`config.mk`:
```
export PLATFORM = sky130hd
export DESIGN_NAME = io_uart_tx_port
export DESIGN_NICKNAME = d
export VERILOG_FILES = /design/src/rtl/io_uart_tx_port.sv
export SDC_FILE = /design/constraint.sdc
export NUM_CORES = 1
export LEC_CHECK = 0
export CELL_PAD_IN_SITES_DETAIL_PLACEMENT = 0
export CELL_PAD_IN_SITES_GLOBAL_PLACEMENT = 1
export CORE_MARGIN = 1.5
export CORE_UTILIZATION = 35
export CTS_CLUSTER_SIZE = 20
export DETAILED_ROUTE_END_ITERATION = 10
export PLACE_DENSITY = 0.68
export SLEW_MARGIN = 25
export SYNTH_ARGS = -nofsm -noshare
export SYNTH_HDL_FRONTEND = slang
export SYNTH_SLANG_ARGS = --single-unit
```
`constraint.sdc`:
```
create_clock -name clk -period 6.9 [get_ports clk]
set_input_delay 1.035 -clock clk [delete_from_list [all_inputs] [get_ports clk]]
set_output_delay 1.035 -clock clk [all_outputs]
set_load 0.02 [all_outputs]
```
`src/rtl/io_uart_tx_port.sv`:
```
// IO-port mapped UART transmitter: CPU stores bytes into a small FIFO, shifted out as 8N1 frames on tx.
// Optional macro UART_TX_PARITY_EN inserts an even-parity bit between the data bits and the stop bit.
module io_uart_tx_port #(
    parameter int          CLKS_PER_BIT = 16,
    parameter int          FIFO_DEPTH   = 4,
    parameter logic [15:0] BASE_ADDR    = 16'h8000
) (
    input  logic        clk,
    input  logic        rst,
    input  logic [15:0] io_access_addr,
    input  logic [15:0] io_in,
    input  logic        io_write_en,
    input  logic        io_read_en,
    output logic [15:0] io_out,
    output logic        tx
);

    localparam int PW = $clog2(FIFO_DEPTH);
    localparam int CW = PW + 1;
    localparam int BW = $clog2(CLKS_PER_BIT);

    typedef enum logic [2:0] {
        IDLE,
        START,
        DATA,
        PARITY,
        STOP
    } state_t;

    state_t          state_q, state_d;
    logic [BW-1:0]   bitCnt_q, bitCnt_d;
    logic [2:0]      bitIdx_q, bitIdx_d;
    logic [7:0]      shift_q, shift_d;
    logic            parity_q, parity_d;
    logic [7:0]      fifoMem_q [FIFO_DEPTH];
    logic [PW-1:0]   wrPtr_q, rdPtr_q;
    logic [CW-1:0]   count_q, count_d;
    logic            overflow_q, overflow_d;

    logic            selData, selStat, full, empty, busy;
    logic            pushReq, push, pop, bitEnd;
    logic [7:0]      headByte;
    logic            unusedHighByte;

    assign selData        = (io_access_addr == BASE_ADDR);
    assign selStat        = (io_access_addr == BASE_ADDR + 16'd1);
    assign full           = (count_q == CW'(FIFO_DEPTH));
    assign empty          = (count_q == '0);
    assign busy           = (state_q != IDLE) || !empty;
    assign pushReq        = io_write_en && selData;
    assign push           = pushReq && !full;
    assign bitEnd         = (bitCnt_q == BW'(CLKS_PER_BIT - 1));
    assign headByte       = fifoMem_q[rdPtr_q];
    assign unusedHighByte = ^io_in[15:8];

    always_comb begin
        io_out = 16'h0000;
        if (io_read_en && selStat) begin
            io_out = {13'b0, overflow_q, busy, full};
        end else if (io_read_en && selData) begin
            io_out = {15'b0, empty};
        end
    end

    // A store that finds the FIFO full is lost even if the FSM pops in the same cycle.
    always_comb begin
        overflow_d = overflow_q;
        if (io_write_en && selStat) begin
            overflow_d = 1'b0;
        end else if (pushReq && full) begin
            overflow_d = 1'b1;
        end
        count_d = count_q + CW'(push) - CW'(pop);
    end

    always_comb begin
        state_d  = state_q;
        bitCnt_d = bitCnt_q;
        bitIdx_d = bitIdx_q;
        shift_d  = shift_q;
        parity_d = parity_q;
        pop      = 1'b0;
        if (state_q != IDLE) begin
            bitCnt_d = bitEnd ? '0 : bitCnt_q + 1'b1;
        end
        case (state_q)
            IDLE: begin
                if (!empty) begin
                    pop      = 1'b1;
                    shift_d  = headByte;
                    parity_d = ^headByte;
                    bitCnt_d = '0;
                    state_d  = START;
                end
            end
            START: begin
                if (bitEnd) begin
                    bitIdx_d = 3'd0;
                    state_d  = DATA;
                end
            end
            DATA: begin
                if (bitEnd) begin
                    shift_d  = shift_q >> 1;
                    bitIdx_d = bitIdx_q + 1'b1;
                    if (bitIdx_q == 3'd7) begin
`ifdef UART_TX_PARITY_EN
                        state_d = PARITY;
`else
                        state_d = STOP;
`endif
                    end
                end
            end
`ifdef UART_TX_PARITY_EN
            PARITY: begin
                if (bitEnd) begin
                    state_d = STOP;
                end
            end
`endif
            STOP: begin
                // Chain straight into the next frame when more bytes are queued.
                if (bitEnd) begin
                    if (!empty) begin
                        pop      = 1'b1;
                        shift_d  = headByte;
                        parity_d = ^headByte;
                        state_d  = START;
                    end else begin
                        state_d = IDLE;
                    end
                end
            end
            default: state_d = IDLE;
        endcase
    end

    always_comb begin
        tx = 1'b1;
        case (state_q)
            START:   tx = 1'b0;
            DATA:    tx = shift_q[0];
`ifdef UART_TX_PARITY_EN
            PARITY:  tx = parity_q;
`endif
            default: tx = 1'b1;
        endcase
    end

    always_ff @(posedge clk) begin
        if (push) begin
            fifoMem_q[wrPtr_q] <= io_in[7:0];
        end
    end

    always_ff @(posedge clk) begin
        if (rst) begin
            state_q    <= IDLE;
            bitCnt_q   <= '0;
            bitIdx_q   <= '0;
            shift_q    <= '0;
            parity_q   <= 1'b0;
            wrPtr_q    <= '0;
            rdPtr_q    <= '0;
            count_q    <= '0;
            overflow_q <= 1'b0;
        end else begin
            state_q    <= state_d;
            bitCnt_q   <= bitCnt_d;
            bitIdx_q   <= bitIdx_d;
            shift_q    <= shift_d;
            parity_q   <= parity_d;
            count_q    <= count_d;
            overflow_q <= overflow_d;
            if (push) begin
                wrPtr_q <= wrPtr_q + 1'b1;
            end
            if (pop) begin
                rdPtr_q <= rdPtr_q + 1'b1;
            end
        end
    end

endmodule

```
==> results_dict.tcl <==
set metrics [dict create \
    outcome "completed" \
    finalSetupViolCount 0 \
    clk-insertion-delay-late_ps 340 \
    synth_enable_flop_cells 32 \
    power.static_leakage_nw 1.13 \
    cts.repair.resized 0 \
    floorplan.die.width_um 91.7 \
    fin_worst_skew_ps 6.35 \
    final_layout_size_suffix_gt1_share_pct 12.5 \
    postCtsSetupBuffers 0 \
    critPathCaptureType "output port" \
    layout.nets 305 \
    ys_seq_elements 60 \
    main_combinational_cell_family_by_area_after_synthesis "simple AND/OR/NAND/NOR gates" \
    setup_repair_after_global_routing_missed_its_margin "no" \
    grt_max_degree 28 \
    max_freq_mhz 239 \
    critical-path-top-delay-family "simple AND/OR/NAND/NOR gates" \
    cts.sink_count 60 \
    drt-pass1-iter-count 4 \
    placeableCoreArea_um2 7690 \
    synth_top_area_cell "sky130_fd_sc_hd__edfxtp_1" \
    postSynthAreaPerCell_um2 12.0 \
    port_buffer_cells 31 \
    clock_tree.htree_level_count 3 \
    synth_compound_area_share_pct 10.6 \
    synth-main-ff-cell "sky130_fd_sc_hd__edfxtp_1" \
    detail-route-antenna-nets 0 \
    finalWorstPathRequiredPeriod_ps 4180 \
    dieHeight_um 91.7 \
    path_max_fanout 10 \
    drt-initial-drc-count 65 \
    floorplan_die_area_um2 8400 \
    via_count_of_the_first_global_routing_pass 1694 \
    antenna_violations_before_repair 0 \
    synthToLayoutAreaGrowth_pct 18.1 \
    hold_path.class "reg -> reg" \
    cts_hold_buf 0 \
    tritoncts_clock_tree "yes" \
    synth.mux.area_fraction_pct 6.55 \
    num_io_pins 53 \
    grt_first_pass_wirelength_um 8290 \
    synth.cells.most_frequent "32 x sky130_fd_sc_hd__edfxtp_1, 28 x sky130_fd_sc_hd__dfxtp_1, 16 x sky130_fd_sc_hd__a21oi_1, 16 x sky130_fd_sc_hd__nor2_1" \
    filler_cells 765 \
    timing.critical_path.arrival_ps 3140 \
    vias_per_cell 4.79 \
    syn_std_cell_area_um2 2750 \
    routedWlPerCell_um 13.5 \
    path_class "in -> out" \
    yosysUniqueCellTypes 42 \
    initial_core_util_pct 35.8 \
    floorplan_row_count 32 \
    groute.usage.overall_pct 13.2 \
    maxCapViolCount 0 \
    place_inst 350 \
    synth_adder_area_share_pct 4.82 \
    timing.critical_path.slowest_cell_delay_ps 600 \
    yosys.area_share.simple_pct 14.6 \
    main_area_contributors_after_synthesis "sky130_fd_sc_hd__edfxtp_1 35%, sky130_fd_sc_hd__dfxtp_1 20%, sky130_fd_sc_hd__mux4_2 6.5%" \
    timing.final.crit_share_pct 60.6 \
    fraction_of_synthesized_cell_area_in_xor_and_xnor_cells_pct 1.27 \
    vdd.ir_drop.worst_mv 0.164 \
    timing.critical_path.slowest_stage_cell "sky130_fd_sc_hd__clkdlybuf4s50_1" \
    maxSlewHeadroom_pct 52.8 \
    globalRouteOverflowTotal 0 \
    setup_tns_ps 0 \
    critPathBufInv 2 \
    async_flop_share_pct 0 \
    finalHoldViolations 0 \
    setup.worst_path.start_class "input pin" \
    critical_path_required_ps 5860 \
    postSynthCellCount 229 \
    maxSlewViolCount 0 \
    gp_congestion 0.666 \
    antenna_cells 0 \
    ordered_cell_list_for_the_critical_path "clkdlybuf4s50_1 -> nor4_1 -> and4_1 -> nand3_1 -> nor2_1 -> clkdlybuf4s50_1" \
    critical_path.most_common_cell "sky130_fd_sc_hd__clkdlybuf4s50_1" \
    share_of_the_core_filled_with_cells_pct 42.3 \
    synth_largest_type_area_fraction_pct 34.9 \
    tritoncts.num_buffers 9 \
    ctsRootBufferMaster "sky130_fd_sc_hd__clkbuf_8" \
    route.final.wire_length_um 4940 \
    place_hpwl_um 3350 \
    synthMostInstantiatedCell "sky130_fd_sc_hd__edfxtp_1" \
    path_clk_slew_ps 70 \
    final_cells 366 \
    power.density_cell_area_nw_per_um2 304 \
    yosys_warnings 0 \
    cts_buffer_depth 2 \
    synth_seq_area_share_pct 55.3 \
    max_slew.worst_pin.slew_ps 703 \
    detailroute.via_count 1752 \
    drc 0 \
]
[registers in the layout, summed over array words and instances (netlist names), named ones only]
name and flops:
state_q 3, fifoMem_q 32, shift_q 8, overflow_q 1, count_q 3, bitCnt_q 4
rdPtr_q 2, wrPtr_q 2, bitIdx_q 3
[worst paths after layout]
kind	from	to	slack, ps	cells after the start
min reg2reg	shift_q[7]	shift_q[6]	480	2
max reg2reg	bitCnt_q[0]	count_q[2]	4280	10
min	shift_q[7]	shift_q[6]	480	2
max	io_access_addr[9]	io_out[2]	2720	6
[through the flow]
step	hold slack (ps)	total power [mW]	cell area, um2	worst slack [ps]
floorplan	451	0.666	2800	3760
global placement	460	0.717	3080	2720
detailed placement	470	0.721	3080	2710
CTS	480	1.00	3250	2700
global route	501	1.06	3250	2600
finish	477	0.987	3250	2720
[final cells by class]
cell class | instances | area [um2] | share of cell area (%)
flip-flops and latches | 60 | 1520 | 46.8
multi-input cells | 149 | 1090 | 33.5
repair buffers | 31 | 305 | 9.40
well taps | 102 | 128 | 3.93
clock buffers | 9 | 124 | 3.81
clock inverters | 7 | 52.6 | 1.62
inverters | 8 | 30.0 | 0.924
[power breakdown]
| group | internal [mW] | leakage (nW) | switching, mW |
|---|---|---|---|
| sequential | 0.417 | 0.517 | 0.0481 |
| combinational | 0.128 | 0.521 | 0.116 |
| clock | 0.131 | 0.0896 | 0.146 |
| total | 0.677 | 1.13 | 0.310 |
[logic make-up after synthesis]
kind of cell / after synthesis
flip-flops: 60
AO/OA/AOI/OAI: 41
buffers and inverters: 32
adder cells (fa/ha/maj): 10
multiplexers: 8
AND/OR/NAND/NOR: 73
XOR/XNOR: 4
other: 1
[metal layers]
layer  share of wire [%]  GRT usage [%]  wire length (um)
met1                  47           16.6              2310
met2                  47           19.9              2310
met3                 4.4           5.31               218
met4                 1.9           5.86                93
met5                   0              0                 0
[worst register-to-register path, cell delays in order (launching register included)]
cell,delay (ps)
sky130_fd_sc_hd__dfxtp_1,380
sky130_fd_sc_hd__ha_1,270
sky130_fd_sc_hd__nand3_4,150
sky130_fd_sc_hd__a2111oi_4,550
sky130_fd_sc_hd__ha_1,190
sky130_fd_sc_hd__inv_1,40
sky130_fd_sc_hd__ha_1,180
sky130_fd_sc_hd__fa_1,380
sky130_fd_sc_hd__xnor2_1,180
sky130_fd_sc_hd__xnor2_1,130
sky130_fd_sc_hd__nor2_1,50
[placed cells by master, fill, tap and decap left out, types with 6 or more instances in the layout]
master | synthesis | layout
sky130_fd_sc_hd__conb_1 | 1 | 13
sky130_fd_sc_hd__inv_1 | 8 | 8
sky130_fd_sc_hd__and3_1 | 7 | 7
sky130_fd_sc_hd__clkdlybuf4s50_1 | 0 | 30
sky130_fd_sc_hd__nand2_1 | 14 | 14
sky130_fd_sc_hd__nor3_1 | 7 | 7
sky130_fd_sc_hd__nor2_1 | 16 | 16
sky130_fd_sc_hd__clkbuf_8 | 0 | 9
sky130_fd_sc_hd__a311oi_1 | 8 | 8
sky130_fd_sc_hd__nand3_1 | 6 | 6
sky130_fd_sc_hd__mux4_2 | 8 | 8
sky130_fd_sc_hd__ha_1 | 9 | 9
sky130_fd_sc_hd__edfxtp_1 | 32 | 32
sky130_fd_sc_hd__dfxtp_1 | 28 | 28
sky130_fd_sc_hd__a21oi_1 | 16 | 16
No activity file was read; power rests on OpenSTA's default activity.
